[config.mk]
export PLATFORM = sky130hd
export DESIGN_NAME = program_loader
export DESIGN_NICKNAME = d
export VERILOG_FILES = /design/src/rtl/loader_pkg.sv /design/src/rtl/uart_rx_byte.sv /design/src/rtl/program_loader.sv
export SDC_FILE = /design/constraint.sdc
export NUM_CORES = 1
export LEC_CHECK = 0
export CAP_MARGIN = 40
export CORE_AREA = 2 2 106 129
export DETAILED_ROUTE_END_ITERATION = 7
export DIE_AREA = 0 0 108 131
export REMOVE_ABC_BUFFERS = 1
export SETUP_SLACK_MARGIN = 0.15
export SLEW_MARGIN = 40
export SYNTH_ARGS = -nofsm -noshare
export SYNTH_HDL_FRONTEND = slang
export SYNTH_SLANG_ARGS = --single-unit
[constraint.sdc]
create_clock -name clk -period 3.1 [get_ports clk]
set_input_delay 0.62 -clock clk [delete_from_list [all_inputs] [get_ports clk]]
set_output_delay 0.62 -clock clk [all_outputs]
set_load 0.02 [all_outputs]
[src/rtl/loader_pkg.sv]
`default_nettype none
// ============================================================================
// Module      : loader_pkg
// Description : Shared types and constants for the serial program loader:
//               frame FSM state encoding, sync byte, error codes and the
//               word-count bound check.
// Revision    : 1.0 - initial release
// ============================================================================
package loader_pkg;

    // Frame parser states
    typedef enum logic [2:0] {
        S_SYNC   = 3'd0,
        S_CNT_H  = 3'd1,
        S_CNT_L  = 3'd2,
        S_DATA_H = 3'd3,
        S_DATA_L = 3'd4,
        S_CSUM   = 3'd5,
        S_ERR    = 3'd6
    } loader_state_t;

    localparam logic [7:0] SYNC_BYTE = 8'hA5;

    localparam logic [1:0] ERR_NONE  = 2'b00;
    localparam logic [1:0] ERR_FRAME = 2'b01;
    localparam logic [1:0] ERR_CSUM  = 2'b10;
    localparam logic [1:0] ERR_CNT   = 2'b11;

    // True when a frame announces more words than the memory can hold.
    function automatic logic count_exceeds(input logic [15:0] cnt, input int addr_w);
        return ({16'h0000, cnt} > (32'd1 << addr_w));
    endfunction

endpackage
`default_nettype wire

[src/rtl/uart_rx_byte.sv]
`default_nettype none
// ============================================================================
// Module      : uart_rx_byte
// Description : 8N1 UART byte receiver. Two-flop synchronizer on rx, start
//               bit glitch rejection at half a bit time, LSB-first data
//               sampling and stop-bit check. byte_valid pulses for one cycle
//               on a good stop bit, frame_err on a bad one.
// Revision    : 1.0 - initial release
// ============================================================================
module uart_rx_byte #(
    parameter int CLKS_PER_BIT = 434
) (
    input  logic       clk,
    input  logic       rst,
    input  logic       rx,
    output logic       byte_valid,
    output logic [7:0] byte_data,
    output logic       frame_err
);

    localparam int                 c_CNT_W   = $clog2(CLKS_PER_BIT);
    localparam logic [c_CNT_W-1:0] c_HALF_M1 = c_CNT_W'(CLKS_PER_BIT / 2 - 1);
    localparam logic [c_CNT_W-1:0] c_FULL_M1 = c_CNT_W'(CLKS_PER_BIT - 1);

    typedef enum logic [1:0] {
        RX_IDLE  = 2'd0,
        RX_START = 2'd1,
        RX_DATA  = 2'd2,
        RX_STOP  = 2'd3
    } rx_state_t;

    rx_state_t          r_state, w_state_nxt;
    logic               r_sync1, r_sync2, r_prev;
    logic [c_CNT_W-1:0] r_cnt, w_cnt_nxt;
    logic [2:0]         r_bit, w_bit_nxt;
    logic [7:0]         r_shift, w_shift_nxt;
    logic               r_valid, w_valid_nxt;
    logic               r_ferr, w_ferr_nxt;

    // Synchronize rx and keep one extra stage for falling-edge detection;
    // all stages preset to the idle (high) level.
    always_ff @(posedge clk or negedge rst) begin
        if (!rst) begin
            r_sync1 <= 1'b1;
            r_sync2 <= 1'b1;
            r_prev  <= 1'b1;
        end else begin
            r_sync1 <= rx;
            r_sync2 <= r_sync1;
            r_prev  <= r_sync2;
        end
    end

    // Receiver state, bit timer, bit index, shift register and pulses.
    always_ff @(posedge clk or negedge rst) begin
        if (!rst) begin
            r_state <= RX_IDLE;
            r_cnt   <= '0;
            r_bit   <= '0;
            r_shift <= '0;
            r_valid <= 1'b0;
            r_ferr  <= 1'b0;
        end else begin
            r_state <= w_state_nxt;
            r_cnt   <= w_cnt_nxt;
            r_bit   <= w_bit_nxt;
            r_shift <= w_shift_nxt;
            r_valid <= w_valid_nxt;
            r_ferr  <= w_ferr_nxt;
        end
    end

    // Bit timing: half a bit to the start-bit centre, then one full bit per sample.
    always_comb begin
        w_state_nxt = r_state;
        w_cnt_nxt   = r_cnt;
        w_bit_nxt   = r_bit;
        w_shift_nxt = r_shift;
        w_valid_nxt = 1'b0;
        w_ferr_nxt  = 1'b0;
        case (r_state)
            RX_IDLE: begin
                if (r_prev && !r_sync2) begin
                    w_state_nxt = RX_START;
                    w_cnt_nxt   = '0;
                end
            end
            RX_START: begin
                if (r_cnt == c_HALF_M1) begin
                    w_cnt_nxt   = '0;
                    w_bit_nxt   = '0;
                    // A line already back high at mid start bit was a glitch.
                    w_state_nxt = r_sync2 ? RX_IDLE : RX_DATA;
                end else begin
                    w_cnt_nxt = r_cnt + 1'b1;
                end
            end
            RX_DATA: begin
                if (r_cnt == c_FULL_M1) begin
                    w_cnt_nxt   = '0;
                    w_shift_nxt = {r_sync2, r_shift[7:1]};
                    w_bit_nxt   = r_bit + 1'b1;
                    if (r_bit == 3'd7) begin
                        w_state_nxt = RX_STOP;
                    end
                end else begin
                    w_cnt_nxt = r_cnt + 1'b1;
                end
            end
            RX_STOP: begin
                if (r_cnt == c_FULL_M1) begin
                    w_cnt_nxt   = '0;
                    w_state_nxt = RX_IDLE;
                    w_valid_nxt = r_sync2;
                    w_ferr_nxt  = !r_sync2;
                end else begin
                    w_cnt_nxt = r_cnt + 1'b1;
                end
            end
            default: w_state_nxt = RX_IDLE;
        endcase
    end

    assign byte_valid = r_valid;
    assign byte_data  = r_shift;
    assign frame_err  = r_ferr;

endmodule
`default_nettype wire

[src/rtl/program_loader.sv]
`default_nettype none
// ============================================================================
// Module      : program_loader
// Description : Serial bootloader. Parses A5 / CNT_H / CNT_L / words / CSUM
//               frames from a UART line, writes big-endian 16-bit words to
//               consecutive instruction-memory addresses and holds the core
//               while a load is running or after a failed load.
//               Optional inter-byte timeout: define LOADER_TIMEOUT_EN.
// Revision    : 1.0 - initial release
// ============================================================================
module program_loader
    import loader_pkg::*;
#(
    parameter int CLKS_PER_BIT = 434,
    parameter int ADDR_W       = 12,
    parameter int TIMEOUT_CYC  = 1000000
) (
    input  logic              clk,
    input  logic              rst,
    input  logic              rx,
    output logic [ADDR_W-1:0] mem_addr,
    output logic [15:0]       mem_data,
    output logic              mem_wren,
    output logic              cpu_hold,
    output logic              done,
    output logic              err,
    output logic [1:0]        err_code
);

    logic       w_byte_valid;
    logic [7:0] w_byte_data;
    logic       w_frame_err;
    logic       w_timeout;

    uart_rx_byte #(
        .CLKS_PER_BIT(CLKS_PER_BIT)
    ) u_rx (
        .clk        (clk),
        .rst        (rst),
        .rx         (rx),
        .byte_valid (w_byte_valid),
        .byte_data  (w_byte_data),
        .frame_err  (w_frame_err)
    );

    loader_state_t     r_state, w_state_nxt;
    logic [15:0]       r_cnt, w_cnt_nxt;
    logic [7:0]        r_hi, w_hi_nxt;
    logic [ADDR_W:0]   r_idx, w_idx_nxt;
    logic [7:0]        r_csum, w_csum_nxt;
    logic [1:0]        r_pend, w_pend_nxt;
    logic [ADDR_W-1:0] r_mem_addr, w_mem_addr_nxt;
    logic [15:0]       r_mem_data, w_mem_data_nxt;
    logic              r_mem_wren, w_mem_wren_nxt;
    logic              r_cpu_hold, w_cpu_hold_nxt;
    logic              r_done, w_done_nxt;
    logic              r_err, w_err_nxt;
    logic [1:0]        r_err_code, w_err_code_nxt;

    logic [15:0]       w_cnt_full;
    logic [ADDR_W:0]   w_idx_inc;

    assign w_cnt_full = {r_cnt[15:8], w_byte_data};
    assign w_idx_inc  = r_idx + 1'b1;

`ifdef LOADER_TIMEOUT_EN
    localparam int              c_TO_W    = $clog2(TIMEOUT_CYC + 1);
    localparam logic [c_TO_W-1:0] c_TO_LAST = c_TO_W'(TIMEOUT_CYC - 1);

    logic [c_TO_W-1:0] r_to_cnt;
    logic              w_to_active;

    assign w_to_active = (r_state != S_SYNC) && (r_state != S_ERR);

    // Inter-byte watchdog: restarts on every byte, idle outside a frame.
    always_ff @(posedge clk or negedge rst) begin
        if (!rst) begin
            r_to_cnt <= '0;
        end else if (w_byte_valid || !w_to_active) begin
            r_to_cnt <= '0;
        end else if (r_to_cnt != c_TO_LAST) begin
            r_to_cnt <= r_to_cnt + 1'b1;
        end
    end

    assign w_timeout = w_to_active && !w_byte_valid && (r_to_cnt == c_TO_LAST);
`else
    // No watchdog: a stalled frame waits indefinitely (a negative budget is
    // meaningless, so this is always 0).
    assign w_timeout = (TIMEOUT_CYC < 0);
`endif

    // Frame FSM state and all registered outputs.
    always_ff @(posedge clk or negedge rst) begin
        if (!rst) begin
            r_state    <= S_SYNC;
            r_cnt      <= '0;
            r_hi       <= '0;
            r_idx      <= '0;
            r_csum     <= '0;
            r_pend     <= ERR_NONE;
            r_mem_addr <= '0;
            r_mem_data <= '0;
            r_mem_wren <= 1'b0;
            r_cpu_hold <= 1'b0;
            r_done     <= 1'b0;
            r_err      <= 1'b0;
            r_err_code <= ERR_NONE;
        end else begin
            r_state    <= w_state_nxt;
            r_cnt      <= w_cnt_nxt;
            r_hi       <= w_hi_nxt;
            r_idx      <= w_idx_nxt;
            r_csum     <= w_csum_nxt;
            r_pend     <= w_pend_nxt;
            r_mem_addr <= w_mem_addr_nxt;
            r_mem_data <= w_mem_data_nxt;
            r_mem_wren <= w_mem_wren_nxt;
            r_cpu_hold <= w_cpu_hold_nxt;
            r_done     <= w_done_nxt;
            r_err      <= w_err_nxt;
            r_err_code <= w_err_code_nxt;
        end
    end

    // Frame parsing: errors pre-empt byte handling and detour through S_ERR.
    always_comb begin
        w_state_nxt    = r_state;
        w_cnt_nxt      = r_cnt;
        w_hi_nxt       = r_hi;
        w_idx_nxt      = r_idx;
        w_csum_nxt     = r_csum;
        w_pend_nxt     = r_pend;
        w_mem_addr_nxt = r_mem_addr;
        w_mem_data_nxt = r_mem_data;
        w_mem_wren_nxt = 1'b0;
        w_cpu_hold_nxt = r_cpu_hold;
        w_done_nxt     = r_done;
        w_err_nxt      = r_err;
        w_err_code_nxt = r_err_code;

        if (w_timeout) begin
            w_pend_nxt  = ERR_CNT;
            w_state_nxt = S_ERR;
        end else if (w_frame_err && (r_state != S_SYNC) && (r_state != S_ERR)) begin
            w_pend_nxt  = ERR_FRAME;
            w_state_nxt = S_ERR;
        end else begin
            case (r_state)
                S_SYNC: begin
                    if (w_byte_valid && (w_byte_data == SYNC_BYTE)) begin
                        w_cpu_hold_nxt = 1'b1;
                        w_done_nxt     = 1'b0;
                        w_err_nxt      = 1'b0;
                        w_err_code_nxt = ERR_NONE;
                        w_idx_nxt      = '0;
                        w_csum_nxt     = '0;
                        w_state_nxt    = S_CNT_H;
                    end
                end
                S_CNT_H: begin
                    if (w_byte_valid) begin
                        w_cnt_nxt   = {w_byte_data, 8'h00};
                        w_state_nxt = S_CNT_L;
                    end
                end
                S_CNT_L: begin
                    if (w_byte_valid) begin
                        w_cnt_nxt = w_cnt_full;
                        if (count_exceeds(w_cnt_full, ADDR_W)) begin
                            w_pend_nxt  = ERR_CNT;
                            w_state_nxt = S_ERR;
                        end else if (w_cnt_full == 16'h0000) begin
                            w_state_nxt = S_CSUM;
                        end else begin
                            w_state_nxt = S_DATA_H;
                        end
                    end
                end
                S_DATA_H: begin
                    if (w_byte_valid) begin
                        w_hi_nxt    = w_byte_data;
                        w_csum_nxt  = r_csum ^ w_byte_data;
                        w_state_nxt = S_DATA_L;
                    end
                end
                S_DATA_L: begin
                    if (w_byte_valid) begin
                        w_csum_nxt     = r_csum ^ w_byte_data;
                        w_mem_data_nxt = {r_hi, w_byte_data};
                        w_mem_addr_nxt = r_idx[ADDR_W-1:0];
                        w_mem_wren_nxt = 1'b1;
                        w_idx_nxt      = w_idx_inc;
                        // Count is bounded by 2**ADDR_W, so the index never wraps.
                        w_state_nxt    = (32'(w_idx_inc) == 32'(r_cnt)) ? S_CSUM : S_DATA_H;
                    end
                end
                S_CSUM: begin
                    if (w_byte_valid) begin
                        if (w_byte_data == r_csum) begin
                            w_done_nxt     = 1'b1;
                            w_cpu_hold_nxt = 1'b0;
                            w_state_nxt    = S_SYNC;
                        end else begin
                            w_pend_nxt  = ERR_CSUM;
                            w_state_nxt = S_ERR;
                        end
                    end
                end
                S_ERR: begin
                    // Hold stays asserted so a partial image never runs.
                    w_err_nxt      = 1'b1;
                    w_err_code_nxt = r_pend;
                    w_state_nxt    = S_SYNC;
                end
                default: w_state_nxt = S_SYNC;
            endcase
        end
    end

    assign mem_addr = r_mem_addr;
    assign mem_data = r_mem_data;
    assign mem_wren = r_mem_wren;
    assign cpu_hold = r_cpu_hold;
    assign done     = r_done;
    assign err      = r_err;
    assign err_code = r_err_code;

endmodule
`default_nettype wire

==> results of run 1 <==
## layer usage
| layer | wire [µm] | share of wire [%] |
|---|---|---|
| met5 | 0 | 0 |
| met3 | 358 | 2.9 |
| met1 | 5480 | 44 |
| met4 | 365 | 2.9 |
| met2 | 6210 | 50 |
## worst max-delay path: stages (launching register included)
cell,delay [ps]
dfrtp_1,500
or4_4,580
or4_4,520
a21oi_2,150
nor2_2,90
or2_1,350
o21ai_1,170
## cell usage in the layout (no fill, tap or decap), types with 11 or more instances in the layout
master / netlist / routed
nand2b_1: 12 / 12
xor2_1: 13 / 13
nor2_1: 46 / 46
xnor2_1: 15 / 15
o21ai_0: 48 / 48
inv_1: 11 / 11
nor2b_1: 11 / 11
clkdlybuf4s50_1: 0 / 35
dfrtp_1: 108 / 108
o31ai_1: 13 / 13
mux2_2: 16 / 16
nand2_1: 145 / 145
## final timing paths
| path | end | slack [ps] | cells past startpoint |
|---|---|---|---|
| max | r_csum[2] | 660 | 6 |
| min | r_idx[10] | 320 | 2 |
| max reg2reg | r_csum[2] | 660 | 6 |
| min reg2reg | u_rx.r_sync2 | 360 | 0 |
| max in group asynchronous | r_csum[2] | 2290 | 2 |
| min in group clk | u_rx.r_sync2 | 360 | 0 |
## power breakdown
group	switching (W)	internal, W	total, W	leakage, nW
Combinational	0.000244	0.000143	0.000387	1.29
Clock	0.000535	0.000547	0.00108	0.132
Sequential	0.0000319	0.00148	0.00151	1.54
Total	0.000811	0.00217	0.00298	2.96
## area by class of cell
| type | count | share of cell area, % |
|---|---|---|
| repair buffers | 45 | 6.93 |
| well taps | 168 | 3.33 |
| clock inverters | 6 | 0.693 |
| multi-input cells | 448 | 40.7 |
| clock buffers | 9 | 3.57 |
| inverters | 12 | 0.733 |
| flip-flops and latches | 111 | 44.0 |
## metrics by stage
stage / utilization (%) / hold slack [ps] / worst slack, ps
detailed placement: 46.7 / 351 / 681
CTS: 48.8 / 361 / 651
global route: 48.8 / 367 / 526
global placement: 46.7 / 346 / 691
floorplan: - / 324 / 121
finish: 48.8 / 316 / 655
## synthesized netlist by cell type, types with 2 or more instances
cell | instances | area share, %
o211ai_1 | 2 | 0.27
a22oi_1 | 2 | 0.27
xnor2_1 | 15 | 2.3
nor2_1 | 46 | 3.1
or4_4 | 2 | 0.40
nand3_1 | 9 | 0.81
nand2b_1 | 12 | 1.3
dfstp_2 | 3 | 1.4
nor3_1 | 7 | 0.63
and3_1 | 5 | 0.56
a22o_1 | 8 | 1.3
mux2i_1 | 2 | 0.36
o31ai_1 | 13 | 1.7
nor4_1 | 9 | 1.0
dfrtp_1 | 108 | 48
buf_6 | 8 | 1.6
and2_1 | 2 | 0.22
inv_1 | 11 | 0.74
mux2_2 | 16 | 3.2
o21ai_0 | 48 | 4.3
o21ai_1 | 10 | 0.90
a211o_1 | 4 | 0.63
o41ai_1 | 2 | 0.31
a31oi_1 | 2 | 0.22
ha_1 | 10 | 2.2
a21oi_1 | 10 | 0.90
nor2b_1 | 11 | 1.2
and4_1 | 2 | 0.31
a21o_1 | 5 | 0.67
nand4_1 | 8 | 0.90
nand2_1 | 145 | 9.7
xor2_1 | 13 | 2.0
clkbuf_1 | 20 | 1.3
o22ai_1 | 3 | 0.34
## state kept, by name, indices dropped and copies added, names as in the netlist, 2 cells and up, named ones only
register,cells
err_code,2
mem_addr,12
mem_data,16
r_cnt,16
r_csum,8
r_hi,8
r_idx,13
r_pend,2
r_state,3
u_rx.byte_data,8
u_rx.r_bit,3
u_rx.r_cnt,9
## kinds of logic after synthesis
logic type | synth area share (%)
adder cells (fa/ha/maj) | 2.24
buffers and inverters | 4.27
XOR/XNOR | 4.39
flip-flops | 49.7
multiplexers | 3.58
AND/OR/NAND/NOR | 21.8
AO/OA/AOI/OAI | 14.0
==> impl_metrics.tcl, run 1 <==
set metrics [dict create \
    regArea_mm2 0.00278 \
    synth-edff-count 0 \
    drc 0 \
    fin_setup_tns_ps 0 \
    num_io_pins 37 \
    timing.rr.start "u_rx.byte_data[3]" \
    ys_warn_count 0 \
    synthArstFlopShare_pct 100 \
    ir_drop_mv 0.328 \
    min_path_type "in -> async" \
    clk_pin_slew_ps 70 \
    clock_latency_ps 350 \
    multi_input_area_mm2 0.00257 \
    critPathMaxFanout 10 \
    grt_pass1_wl_um 20500 \
    tightestPinTransition_ps 719 \
    portBuffers 36 \
    synth_cells 602 \
    cts_buffer_depth 2 \
    rsz0062_at_grt "false" \
    startpoint_type "flip-flop" \
    status "finished, final reports clean" \
    design_area_mm2 0.00632 \
    hold_viol 0 \
    crit_type "reg -> reg" \
    fp.dieH_um 131 \
    first_pass_iters 4 \
    post_drt_wl_per_cell_um 15.5 \
    cts_tree "built" \
    finalNonFillerCells 799 \
    skew_ps 10.8 \
    end_kind "flip-flop" \
    die_area_mm2 0.0141 \
    ys_types 63 \
    antenna_found_initial 0 \
    core-area_mm2 0.0129 \
    n_antenna_cell 0 \
    grt_max_degree 112 \
    cts.sinks 111 \
    cts_setup_buffers 0 \
    leakage_nw 2.96 \
    period_share_pct 78.9 \
    post-route-min-period_ps 2440 \
    ys_seq_area_share_pct 49.7 \
    dp_cells 784 \
    wl_um 12400 \
    grtUsageMet1_pct 23.2 \
    fmax_mhz 409 \
    grt_use_met3_pct 3.37 \
    ys.flop_type "dfrtp_1" \
    crit_start "u_rx.byte_data[3]" \
    max_cap_viol_count 0 \
    ant_nets 0 \
    cp.required_ps 3360 \
    powerDensity_mw_per_mm2 472 \
    synth_area_per_cell_um2 9.29 \
    ys_ff_latch 111 \
    cts_root_buf "clkbuf_16" \
    grt_usage_pct 18.3 \
    total_power_w 0.00298 \
    maxSlewHeadroom_pct 52.1 \
    nFillCells 1226 \
    postCtsHoldBufs 0 \
    rows 46 \
    die_x_um 108 \
    grt_util_met2_pct 30.4 \
    drive_gt1_share_pct 8.56 \
    via_per_inst 5.45 \
    slew_violations 0 \
    nets 640 \
    htree_levels 3 \
    place_congestion 0.851 \
    first_global_vias 4153 \
    netlist_area_mm2 0.00559 \
    initial_utilization_pct 43.2 \
    syn_to_final_growth_pct 13.0 \
    dp_hpwl_um 8390 \
    vias 4356 \
    cts_buffers 9 \
    busiest_layer "met2" \
    grt_overflow 0 \
    dpl_cell_area_mm2 0.00605 \
    setup_viol 0 \
    critical_path_arrival_ps 2710 \
    cts_resized 0 \
    drtIter0Drc 288 \
]
No activity file was read; power rests on OpenSTA's default activity.
==> inputs of run 2 (changes only) <==
==> constraint.sdc (replaced) <==
create_clock -name clk -period 2 [get_ports clk]
set_input_delay 0.4 -clock clk [delete_from_list [all_inputs] [get_ports clk]]
set_output_delay 0.4 -clock clk [all_outputs]
set_load 0.02 [all_outputs]
==> impl_metrics.tcl, run 2 (synthesis results as in run 1) <==
set metrics [dict create \
    status "finished, violations left" \
    violations "setup timing" \
    post_drt_wl_per_cell_um 15.7 \
    dpl_cell_area_mm2 0.00656 \
    drc 0 \
    critPathMaxFanout 3 \
    max_cap_viol_count 0 \
    rows 46 \
    die_area_mm2 0.0141 \
    dp_hpwl_um 9520 \
    end_kind "flip-flop" \
    post-route-min-period_ps 2140 \
    n_antenna_cell 0 \
    fin_util_pct 55.9 \
    fmax_mhz 467 \
    cts_buffers 9 \
    rsz0062_at_grt "true" \
    cts_root_buf "clkbuf_16" \
    wl_um 13700 \
    grt_overflow 0 \
    grt_usage_pct 19.9 \
    critical_path_arrival_ps 2430 \
    cp.required_ps 2290 \
    htree_levels 3 \
    first_global_vias 4714 \
    final_common_cell "nand2_1" \
    design_area_mm2 0.00724 \
    pre_cts_slack_ps -251 \
    vias 4696 \
    tightestPinTransition_ps 633 \
    nets 715 \
    clock_latency_ps 360 \
    first_pass_iters 5 \
    ir_drop_mv 0.793 \
    clk_pin_slew_ps 70 \
    setup_slack_ps -143 \
    portBuffers 36 \
    hold_viol 0 \
    die_x_um 108 \
    whs_ps 362 \
    ant_nets 0 \
    cts.sinks 111 \
    setup_viol 28 \
    powerDensity_mw_per_mm2 731 \
    crit_type "reg -> reg" \
    cts_buffer_depth 2 \
    fp.dieH_um 131 \
    initial_utilization_pct 43.2 \
    slew_violations 0 \
    min_path_type "reg -> reg" \
    rrSetupSlack_ps -140 \
    num_io_pins 37 \
    drive_gt1_share_pct 26.2 \
    final_cell_mix "141 x nand2_1, 108 x dfrtp_1, 71 x buf_4" \
    startpoint_type "flip-flop" \
    maxSlewHeadroom_pct 57.7 \
    via_per_inst 5.37 \
    period_share_pct 107 \
    syn_to_final_growth_pct 29.6 \
    leakage_nw 3.45 \
    drtIter0Drc 313 \
    skew_ps 9.15 \
    cts_tree "built" \
    grt_max_degree 45 \
    place_congestion 0.897 \
    core-area_mm2 0.0129 \
    antenna_found_initial 0 \
    grt_pass1_wl_um 22300 \
]
==> run 2: cell count changes in the layout (fill, tap and decap cells not counted), moves of 4 or more <==
cell     delta
o21ai_2    +20
a21oi_1     -4
o21ai_1    +15
nand2_2     +4
nand2_1     -4
a21oi_2     +4
buf_4      +62
buf_6       +9
o21ai_0    -36
==> run 2: report_power, final <==
group | leakage (nW) | switching (W) | internal [W]
clock | 0.141 | 0.000868 | 0.000898
sequential | 1.54 | 0.0000432 | 0.00229
combinational | 1.77 | 0.000629 | 0.000563
==> run 2: stage by stage <==
stage / instances / TNS (ps) / total power (W)
after CTS: 869 / -1560 / 0.00507
after global routing: 875 / -3910 / 0.00555
after detailed placement: 847 / -5390 / 0.00310
after floorplan: 571 / -36230 / 0.00276
after global placement: 847 / -3720 / 0.00306
final: 875 / -1860 / 0.00530
==> run 2: path summary, 6_finish.rpt <==
kind                              startpoint           end  cells past startpoint
max                        u_rx.byte_data[1]          done                      8
min                             u_rx.r_sync1  u_rx.r_sync2                      0
max reg2reg                u_rx.byte_data[1]          done                      8
min reg2reg                     u_rx.r_sync1  u_rx.r_sync2                      0
max in group asynchronous                rst   u_rx.r_prev                      3
min in group asynchronous                rst  mem_addr[11]                      2
==> run 2: critical path: stages, from the launching register on <==
cell and delay, ps:
dfrtp_1 380, or4_4 550, buf_6 140, o31ai_4 170
a21oi_2 80, a311o_1 330, buf_4 160, a21oi_2 120
a2bb2oi_2 140
==> run 2: repair_timing <==
item	in CTS	in global routing
endpoints found under the setup margin	51	53
endpoints found under the hold margin	23	0
cloned	1	0
gates resized for setup	64	49
pin swaps	20	18
setup buffers	4	6
hold buffers	1	0
==> run 2: layout make-up <==
type                       count  area [µm²]
fill                        1160        5710
multi-input combinational    448        2840
sequential                   111        2780
clock buffer                  10         239
timing repair buffer         120        1070
clock inverter                 6        50.0
tap                          168         210
inverter                      12        45.0
==> run 2: metal layers <==
layer / GRT usage (%) / routed length [µm]
met1: 23.8 / 5700
met2: 36.6 / 7400
met3: 2.48 / 327
met4: 7.62 / 307
met5: 0 / 0
==> inputs of run 3 (changes only) <==
--- a/config.mk
+++ b/config.mk
@@ -9,6 +9,7 @@
 export CORE_AREA = 2 2 106 129
 export DETAILED_ROUTE_END_ITERATION = 7
 export DIE_AREA = 0 0 108 131
+export DONT_BUFFER_PORTS = 1
 export REMOVE_ABC_BUFFERS = 1
 export SETUP_SLACK_MARGIN = 0.15
 export SLEW_MARGIN = 40
==> impl_metrics.tcl, run 3 (synthesis results as in run 1) <==
set metrics [dict create \
    final_common_cell "nand2_1" \
    setup_viol 26 \
    rows 46 \
    multi_input_area_mm2 0.00280 \
    first_pass_iters 4 \
    r2r-end "r_state[1]" \
    startpoint_type "flip-flop" \
    rrSetupSlack_ps -130 \
    setup_slack_ps -134 \
    slew_violations 0 \
    design_area_mm2 0.00668 \
    drc 0 \
    grt_overflow 0 \
    fin_setup_tns_ps -1780 \
    ant_nets 0 \
    powerDensity_mw_per_mm2 767 \
    nFillCells 1199 \
    max_cap_viol_count 0 \
    htree_levels 3 \
    cp_common_cell "a21oi_2" \
    drtIter0Drc 303 \
    clk_pin_slew_ps 70 \
    status "finished, violations left" \
    maxSlewHeadroom_pct 65.8 \
    grt_usage_pct 18.9 \
    via_per_inst 5.39 \
    syn_to_final_growth_pct 19.4 \
    crit_type "reg -> reg" \
    cts_buffers 9 \
    timing.rr.start "u_rx.byte_data[1]" \
    regArea_mm2 0.00278 \
    end_kind "flip-flop" \
    die_x_um 108 \
    vias 4424 \
    n_antenna_cell 0 \
    place_congestion 0.930 \
    dp_cells 802 \
    grt_max_degree 112 \
    cts_root_buf "clkbuf_16" \
    clock_latency_ps 360 \
    path_cells "or4_4 -> buf_6 -> o31ai_4 -> a21oi_2 -> a311o_1 -> a211oi_2 -> a21oi_2" \
    nets 661 \
    cts_buffer_depth 2 \
    initial_utilization_pct 43.2 \
    critical_path_arrival_ps 2360 \
    drive_gt1_share_pct 23.9 \
    first_global_vias 4449 \
    cpPeakStageDelay_ps 550 \
    ir_drop_mv 0.620 \
    num_io_pins 37 \
    grt_pass1_wl_um 21100 \
    min_path_type "in -> async" \
    pre_cts_slack_ps -202 \
    core-area_mm2 0.0129 \
    period_share_pct 107 \
    hold_viol 111 \
    rsz0062_at_grt "true" \
    antenna_found_initial 0 \
    leakage_nw 3.20 \
    worst-r2r-cell-count 7 \
    cp.required_ps 2230 \
    finalNonFillerCells 821 \
    skew_ps 6.89 \
    tightestPinTransition_ps 511 \
    fp.dieH_um 131 \
    wl_um 12900 \
    slowest_stage "or4_4" \
    die_area_mm2 0.0141 \
    whs_ps -261 \
    post-route-min-period_ps 2130 \
    fmax_mhz 469 \
    portBuffers 0 \
    violations "hold timing, setup timing" \
    critPathMaxFanout 3 \
    cts_tree "built" \
    dpl_cell_area_mm2 0.00611 \
    dp_hpwl_um 8910 \
    cts.sinks 111 \
    post_drt_wl_per_cell_um 15.7 \
    final_cell_mix "143 x nand2_1, 107 x dfrtp_1, 56 x buf_4" \
]
## run 3: power breakdown
part	internal (W)	total, W	switching (W)
Combinational	0.000497	0.00102	0.000524
Clock	0.000902	0.00177	0.000863
Sequential	0.00229	0.00234	0.0000414
Total	0.00369	0.00512	0.00143
## run 3: how the worst max path moves through the flow
stage | startpoint | to | depth (start not counted)
floorplan | r_state[2] | r_idx[8] | 7
global placement | u_rx.byte_data[1] | r_csum[5] | 6
detailed placement | u_rx.r_cnt[1] | flip-flop | 8
CTS | u_rx.byte_data[4] | done | 7
global route | u_rx.byte_data[1] | r_csum[3] | 6
finish | u_rx.byte_data[1] | r_state[1] | 7
## run 3: final cells by class
type                    count  area share (%)
inverters                  12           0.675
repair buffers             66            8.25
multi-input cells         448            41.9
clock inverters             6           0.787
well taps                 168            3.15
clock buffers              10            3.58
flip-flops and latches    111            41.7
## run 3: metrics by stage
stage,total power (W),utilization (%)
final,0.00512,51.6
after global routing,0.00537,51.6
after CTS,0.00507,50.7
after detailed placement,0.00305,47.1
after global placement,0.00302,47.1
after floorplan,0.00276,-
## run 3: worst max-delay path, delay by kind of cell, from the launching register on
kind	cells	cell delay, ps
AOI/OAI and AO/OA	5	930
and+or+nand+nor	1	550
DFF	1	380
buffers and inverters	1	140
## run 3: per-layer routing
layer  global-route usage, %  vias up  part of all wire, %
met1                    22.2     2178                   42
met5                       0        -                    0
met4                    7.69        0                  2.2
li1                        -     2160                    -
met3                    3.27       23                  2.3
met2                    34.2       63                   53
## run 3: timing repair
action,in CTS,in global routing
endpoints found under the setup margin,43,60
pin swaps,20,13
cloned,1,0
resized for setup,75,26
endpoints found under the hold margin,111,111
setup buffers,1,1
